File: src/rtl/updown_sequencer.sv
// Two-requester move controller for an up/down counter: accepts targets round-robin
// and steers the counter along the shortest modular path, then reports done or timeout.
module updown_sequencer #(
   parameter int WIDTH   = 4,
   parameter int TIMEOUT = 32
) (
   input  logic             clk,
   input  logic             reset,
   input  logic [1:0]       req_valid,
   input  logic [WIDTH-1:0] req_target0,
   input  logic [WIDTH-1:0] req_target1,
   output logic [1:0]       req_ready,
   input  logic [WIDTH-1:0] count_in,
   output logic [1:0]       dir_out,
   output logic             busy,
   output logic             grant_id,
   output logic [1:0]       done,
   output logic             err,
   output logic [WIDTH-1:0] last_steps
);

   localparam logic [1:0] S_IDLE  = 2'd0;
   localparam logic [1:0] S_MOVE  = 2'd1;
   localparam logic [1:0] S_DONE  = 2'd2;
   localparam logic [1:0] S_ABORT = 2'd3;

   localparam int TW = $clog2(TIMEOUT + 1);
   localparam logic [TW-1:0]    TIMEOUT_LAST = TW'(TIMEOUT - 1);
   localparam logic [WIDTH-1:0] HALF         = {1'b1, {(WIDTH-1){1'b0}}};
   localparam logic [WIDTH-1:0] STEPS_MAX    = '1;

   logic [1:0]       state;
   logic             rr_last;
   logic [WIDTH-1:0] target_q;
   logic [WIDTH-1:0] steps;
   logic [TW-1:0]    move_cnt;
   logic [WIDTH-1:0] diff;
   logic             prio;
   logic             accept;
   logic             accept_id;

   // Priority goes to whichever requester was not served last.
   always_comb begin
      req_ready = 2'b00;
      prio      = ~rr_last;
      if (state == S_IDLE) begin
         if (req_valid[prio])
            req_ready[prio] = 1'b1;
         else if (req_valid[~prio])
            req_ready[~prio] = 1'b1;
      end
      accept    = |(req_valid & req_ready);
      accept_id = req_ready[1];
   end

   // Direction depends on the live count so the move stops exactly on target;
   // a distance of exactly half the ring is taken upward.
   always_comb begin
      diff    = target_q - count_in;
      dir_out = 2'b00;
      if (state == S_MOVE && diff != '0)
         dir_out = (diff <= HALF) ? 2'b01 : 2'b11;
   end

   assign busy = (state != S_IDLE);
   assign done = (state == S_DONE) ? (grant_id ? 2'b10 : 2'b01) : 2'b00;
   assign err  = (state == S_ABORT);

   always_ff @(posedge clk) begin
      if (reset) begin
         state      <= S_IDLE;
         rr_last    <= 1'b1;
         target_q   <= '0;
         steps      <= '0;
         last_steps <= '0;
         grant_id   <= 1'b0;
         move_cnt   <= '0;
      end else begin
         case (state)
            S_IDLE: begin
               if (accept) begin
                  target_q <= accept_id ? req_target1 : req_target0;
                  grant_id <= accept_id;
                  rr_last  <= accept_id;
                  steps    <= '0;
                  move_cnt <= '0;
                  state    <= S_MOVE;
               end
            end
            S_MOVE: begin
               if (dir_out != 2'b00 && steps != STEPS_MAX)
                  steps <= steps + 1'b1;
               if (diff == '0) begin
                  last_steps <= steps;
                  state      <= S_DONE;
               end else if (move_cnt == TIMEOUT_LAST) begin
                  state <= S_ABORT;
               end else begin
                  move_cnt <= move_cnt + 1'b1;
               end
            end
            S_DONE:  state <= S_IDLE;
            S_ABORT: state <= S_IDLE;
            default: state <= S_IDLE;
         endcase
      end
   end

endmodule

File: config.mk
export PLATFORM = sky130hd
export DESIGN_NAME = updown_sequencer
export DESIGN_NICKNAME = d
export VERILOG_FILES = /design/src/rtl/updown_sequencer.sv
export SDC_FILE = /design/constraint.sdc
export NUM_CORES = 1
export LEC_CHECK = 0
export CELL_PAD_IN_SITES_DETAIL_PLACEMENT = 1
export CELL_PAD_IN_SITES_GLOBAL_PLACEMENT = 2
export CORE_MARGIN = 4
export CORE_UTILIZATION = 30
export CTS_BUF_LIST = sky130_fd_sc_hd__clkbuf_4
export DETAILED_ROUTE_END_ITERATION = 8
export GPL_TIMING_DRIVEN = 0
export PLACE_DENSITY_LB_ADDON = 0.1
export SYNTH_ARGS = -nofsm -noshare
export SYNTH_HDL_FRONTEND = slang
export SYNTH_SLANG_ARGS = --single-unit
File: constraint.sdc
create_clock -name clk -period 2.8 [get_ports clk]
set_input_delay 0.56 -clock clk [delete_from_list [all_inputs] [get_ports clk]]
set_output_delay 0.56 -clock clk [all_outputs]
set_load 0.01 [all_outputs]
==> flow_summary.html <==
<table>
<tr><th>Metric</th><th>Value</th></tr>
<tr><th colspan="2">Clock tree</th></tr>
<tr><td>CTS Root Buffer Type</td><td>sky130_fd_sc_hd__clkbuf_4</td></tr>
<tr><td>Clock insertion delay at the later pin of the skew report</td><td>0.32 ns</td></tr>
<tr><td>Hold-fix buffers at CTS</td><td>0</td></tr>
<tr><td>Number of sinks handled by clock tree synthesis</td><td>22</td></tr>
<tr><td>Num CTS Buffers</td><td>3</td></tr>
<tr><td>CTS tree</td><td>yes</td></tr>
<tr><td>Max H-tree Level</td><td>1</td></tr>
<tr><td>Bufs on Longest Clock Path</td><td>2</td></tr>
<tr><td>Clk pin slew, worst setup/hold paths</td><td>0.15 ns</td></tr>
<tr><th colspan="2">Placed design</th></tr>
<tr><td>Detailed placer's ending HPWL</td><td>2820 um</td></tr>
<tr><td>IO Port Bufs</td><td>27</td></tr>
<tr><td>Placed insts</td><td>223</td></tr>
<tr><td>Final Wtd Congestion</td><td>0.750</td></tr>
<tr><td>Placed Instance Area</td><td>1660 um2</td></tr>
<tr><th colspan="2">Finish</th></tr>
<tr><td>Final Net Count</td><td>207</td></tr>
<tr><td>Share of cells above drive strength 1</td><td>0.205</td></tr>
<tr><td>Final design instance area without fill</td><td>1820 um2</td></tr>
<tr><td>Number of inserted diodes</td><td>0</td></tr>
<tr><td>Area added between synthesis and finish</td><td>36.7%</td></tr>
<tr><td>Final non-filler cell total</td><td>235</td></tr>
<tr><th colspan="2">Global route</th></tr>
<tr><td>Remaining global-route overflow</td><td>0</td></tr>
<tr><td>Number of antenna violations at the first check in global routing</td><td>0</td></tr>
<tr><td>Tot GR Track Use</td><td>0.148</td></tr>
<tr><td>Vias in the first global route</td><td>1311</td></tr>
<tr><td>Wire length of the first global-routing pass</td><td>6330 um</td></tr>
<tr><td>Maximum number of pins on one net before global-route repair</td><td>14</td></tr>
<tr><th colspan="2">Logic synthesis</th></tr>
<tr><td>Average cell area after synthesis</td><td>9.11 um2</td></tr>
<tr><td>Ranking of synthesized cells by area</td><td>sky130_fd_sc_hd__dfxtp_1 (33%), sky130_fd_sc_hd__mux2i_1 (6.8%), sky130_fd_sc_hd__ha_1 (4.7%), sky130_fd_sc_hd__nor2_1 (3.4%), sky130_fd_sc_hd__nand3_1 (3.0%)</td></tr>
<tr><td>Synth Register Bits</td><td>22</td></tr>
<tr><td>Cell variety after synth</td><td>49</td></tr>
<tr><td>Cell taking the most area after synthesis</td><td>sky130_fd_sc_hd__dfxtp_1</td></tr>
<tr><td>Most instantiated cells after synthesis</td><td>sky130_fd_sc_hd__dfxtp_1 (22), sky130_fd_sc_hd__nor2_1 (12), sky130_fd_sc_hd__inv_1 (9), sky130_fd_sc_hd__mux2i_1 (9), sky130_fd_sc_hd__nand2_1 (9)</td></tr>
<tr><td>Async set-or-reset flop fraction in the synthesized netlist</td><td>0</td></tr>
<tr><td>Cell count after synthesis</td><td>146</td></tr>
<tr><td>EDFF count, synth</td><td>0</td></tr>
<tr><td>Cell with the most instances after synthesis</td><td>sky130_fd_sc_hd__dfxtp_1</td></tr>
<tr><td>Proportion of synthesized chip area in sequential cells</td><td>0.331</td></tr>
<tr><td>Number of warnings reported in the yosys synthesis log</td><td>0</td></tr>
<tr><td>Most common flop cell mapped by yosys</td><td>sky130_fd_sc_hd__dfxtp_1</td></tr>
<tr><td>Post-Syn Area</td><td>1330 um2</td></tr>
<tr><td>Total nets after synthesis</td><td>167</td></tr>
<tr><td>Share of the synthesized area in the top cell type</td><td>0.331</td></tr>
<tr><th colspan="2">Setup path</th></tr>
<tr><td>R2R setup slack</td><td>0.34 ns</td></tr>
<tr><td>Crit path DAT</td><td>2.18 ns</td></tr>
<tr><td>Depth of the worst register-to-register path</td><td>8</td></tr>
<tr><td>Critical path endpoint category</td><td>primary output</td></tr>
<tr><td>Setup crit start kind</td><td>input port</td></tr>
<tr><td>Critical register-to-register path startpoint</td><td>target_q[2]</td></tr>
<tr><td>Reg2Reg Capture Point</td><td>last_steps[0]</td></tr>
<tr><td>Data required time at the worst endpoint</td><td>2.24 ns</td></tr>
<tr><td>Crit Path Class</td><td>in2out</td></tr>
<tr><td>Worst-path maximum fanout</td><td>3</td></tr>
<tr><th colspan="2">Flow run</th></tr>
<tr><td>Number of max-cap violations</td><td>0</td></tr>
<tr><th colspan="2">Timing</th></tr>
<tr><td>Final Hold Vio Count</td><td>0</td></tr>
<tr><td>Max transition margin</td><td>0.600</td></tr>
<tr><td>Fmax</td><td>365 MHz</td></tr>
<tr><td>Final Setup Violations</td><td>0</td></tr>
<tr><td>Final period utilization</td><td>0.979</td></tr>
<tr><td>Actual transition at the worst max-transition pin</td><td>0.594 ns</td></tr>
<tr><td>Min Clock Period, post-route</td><td>2.74 ns</td></tr>
<tr><td>RSZ-0062 raised after global routing</td><td>no</td></tr>
<tr><td>Number of slew-limit violations in the final report</td><td>0</td></tr>
<tr><td>Post-Route Setup TNS</td><td>0 ns</td></tr>
<tr><td>Skew final</td><td>0.0162 ns</td></tr>
<tr><th colspan="2">Die</th></tr>
<tr><td>Die Area</td><td>5560 um2</td></tr>
<tr><td>Ports</td><td>29</td></tr>
<tr><td>Core Rows</td><td>23</td></tr>
<tr><td>Horizontal extent of the die</td><td>74.6 um</td></tr>
<tr><td>Height of the die</td><td>74.6 um</td></tr>
<tr><td>Initial core utilization</td><td>0.321</td></tr>
<tr><td>Total core area</td><td>4140 um2</td></tr>
<tr><th colspan="2">Drt</th></tr>
<tr><td>Via density</td><td>5.25</td></tr>
<tr><td>DRC violations left</td><td>0</td></tr>
<tr><td>Starting DRC count in detailed routing</td><td>32</td></tr>
<tr><td>Wire length after detailed routing</td><td>3730 um</td></tr>
<tr><td>Post-DR wirelength/cell</td><td>15.9 um</td></tr>
<tr><td>Total number of vias</td><td>1233</td></tr>
<tr><td>Post-DRT Antenna Nets</td><td>0</td></tr>
<tr><td>Initial DRT Pass Iterations</td><td>4</td></tr>
<tr><th colspan="2">Pwr</th></tr>
<tr><td>Largest vdd supply drop</td><td>219 uV</td></tr>
<tr><td>Total power of the final layout</td><td>0.945 mW</td></tr>
<tr><td>Areal power density over the cells</td><td>520 nW/um2</td></tr>
<tr><td>Reported leakage power</td><td>0.694 nW</td></tr>
<tr><th colspan="2">Hold path</th></tr>
<tr><td>Worst-case hold path end point</td><td>move_cnt[2]</td></tr>
<tr><td>Min-delay worst type</td><td>in2reg</td></tr>
<tr><td>Hold Path Cell Cnt</td><td>2</td></tr>
<tr><td>Hold path startpoint</td><td>reset</td></tr>
<tr><th colspan="2">Status</th></tr>
<tr><td>Result of the run</td><td>finished clean</td></tr>
</table>
[cell families (layout without fill, tap and decap cells)]
logic type      count (synthesis)  count (layout)  share of synthesized area
compound gates                 35              35                      0.227
xor+xnor                        3               3                     0.0254
fa+ha+maj                       5               5                     0.0470
buf+inv                        16              55                     0.0649
flops                          22              22                      0.331
mux                             9               9                     0.0677
simple gates                   56              56                      0.237
[layout by cell type, fill, tap and decap left out, types with 3 or more instances in the layout]
cell	Yosys	final
sky130_fd_sc_hd__mux2i_1	9	9
sky130_fd_sc_hd__a211oi_1	4	4
sky130_fd_sc_hd__clkbuf_4	0	3
sky130_fd_sc_hd__a31oi_1	3	3
sky130_fd_sc_hd__clkbuf_1	3	3
sky130_fd_sc_hd__nand3_1	8	8
sky130_fd_sc_hd__nor2_1	12	11
sky130_fd_sc_hd__nand2b_1	3	3
sky130_fd_sc_hd__buf_4	0	8
sky130_fd_sc_hd__nor3_1	4	4
sky130_fd_sc_hd__dfxtp_1	22	22
sky130_fd_sc_hd__buf_6	2	3
sky130_fd_sc_hd__o21ai_0	6	6
sky130_fd_sc_hd__clkdlybuf4s50_1	0	22
sky130_fd_sc_hd__nand2_1	9	9
sky130_fd_sc_hd__a21oi_1	3	3
sky130_fd_sc_hd__inv_1	9	7
sky130_fd_sc_hd__and3_1	3	3
sky130_fd_sc_hd__o211ai_1	3	3
[metrics by stage]
step	setup WS [ns]	utilization	hold slack [ns]
floorplan	0.203	-	0.452
global placement	-0.812	0.401	0.477
detailed placement	-0.827	0.401	0.488
CTS	0.00499	0.433	0.434
global route	0.0000910	0.439	0.427
finish	0.0591	0.439	0.442
[critical path, stage by stage]
cell and delay [ns]:
sky130_fd_sc_hd__clkdlybuf4s15_1 0.17, sky130_fd_sc_hd__inv_2 0.05, sky130_fd_sc_hd__ha_4 0.23, sky130_fd_sc_hd__and3b_4 0.17, sky130_fd_sc_hd__or3_4 0.41, sky130_fd_sc_hd__a211oi_4 0.28, sky130_fd_sc_hd__buf_6 0.15, sky130_fd_sc_hd__nor2_4 0.04
sky130_fd_sc_hd__buf_6 0.11
[layout make-up]
type / count / area [um2]
flip-flops and latches: 22 / 440
clock buffers: 3 / 22.5
clock inverters: 1 / 30.0
inverters: 9 / 33.8
fillers: 489 / 2330
repair buffers: 35 / 324
multi-input cells: 108 / 852
well taps: 50 / 62.6
plain buffers: 7 / 52.6
[sequential cells by signal (all words and copies together) (netlist names)]
signal      count
state           2
target_q        4
move_cnt        6
rr_last         1
last_steps      4
steps           4
grant_id        1
[per-layer routing]
metal	track usage	routed length (um)
met5	0	0
met4	0.0395	21
met1	0.208	1800
met3	0.0243	83
met2	0.234	1830
[power by group]
group          switching, mW  total [mW]  internal [mW]
sequential            0.0208       0.354          0.333
combinational          0.175       0.334          0.159
clock                  0.112       0.257          0.145
[worst max path at each step]
| stage | slack, ns | startpoint | to | depth (start not counted) |
|---|---|---|---|---|
| 2_1_floorplan | 0.20 | count_in[2] | dir_out[0] | 7 |
| 6_report | 0.06 | count_in[1] | dir_out[0] | 9 |
| 3_3_place_gp | -0.81 | count_in[2] | dir_out[0] | 9 |
| 5_1_grt | 0.00009 | req_valid[1] | req_ready[1] | 6 |
| 4_1_cts | 0.005 | count_in[2] | dir_out[0] | 9 |
| 3_5_place_dp | -0.83 | count_in[2] | dir_out[0] | 9 |
[repair_timing]
action | CTS | global route
cloned | 0 | 0
pin swaps | 7 | 6
buffers inserted | 6 | 2
setup endpoints to repair | 2 | 1
gates resized for setup | 16 | 5
(Power assumes the default switching activity.)
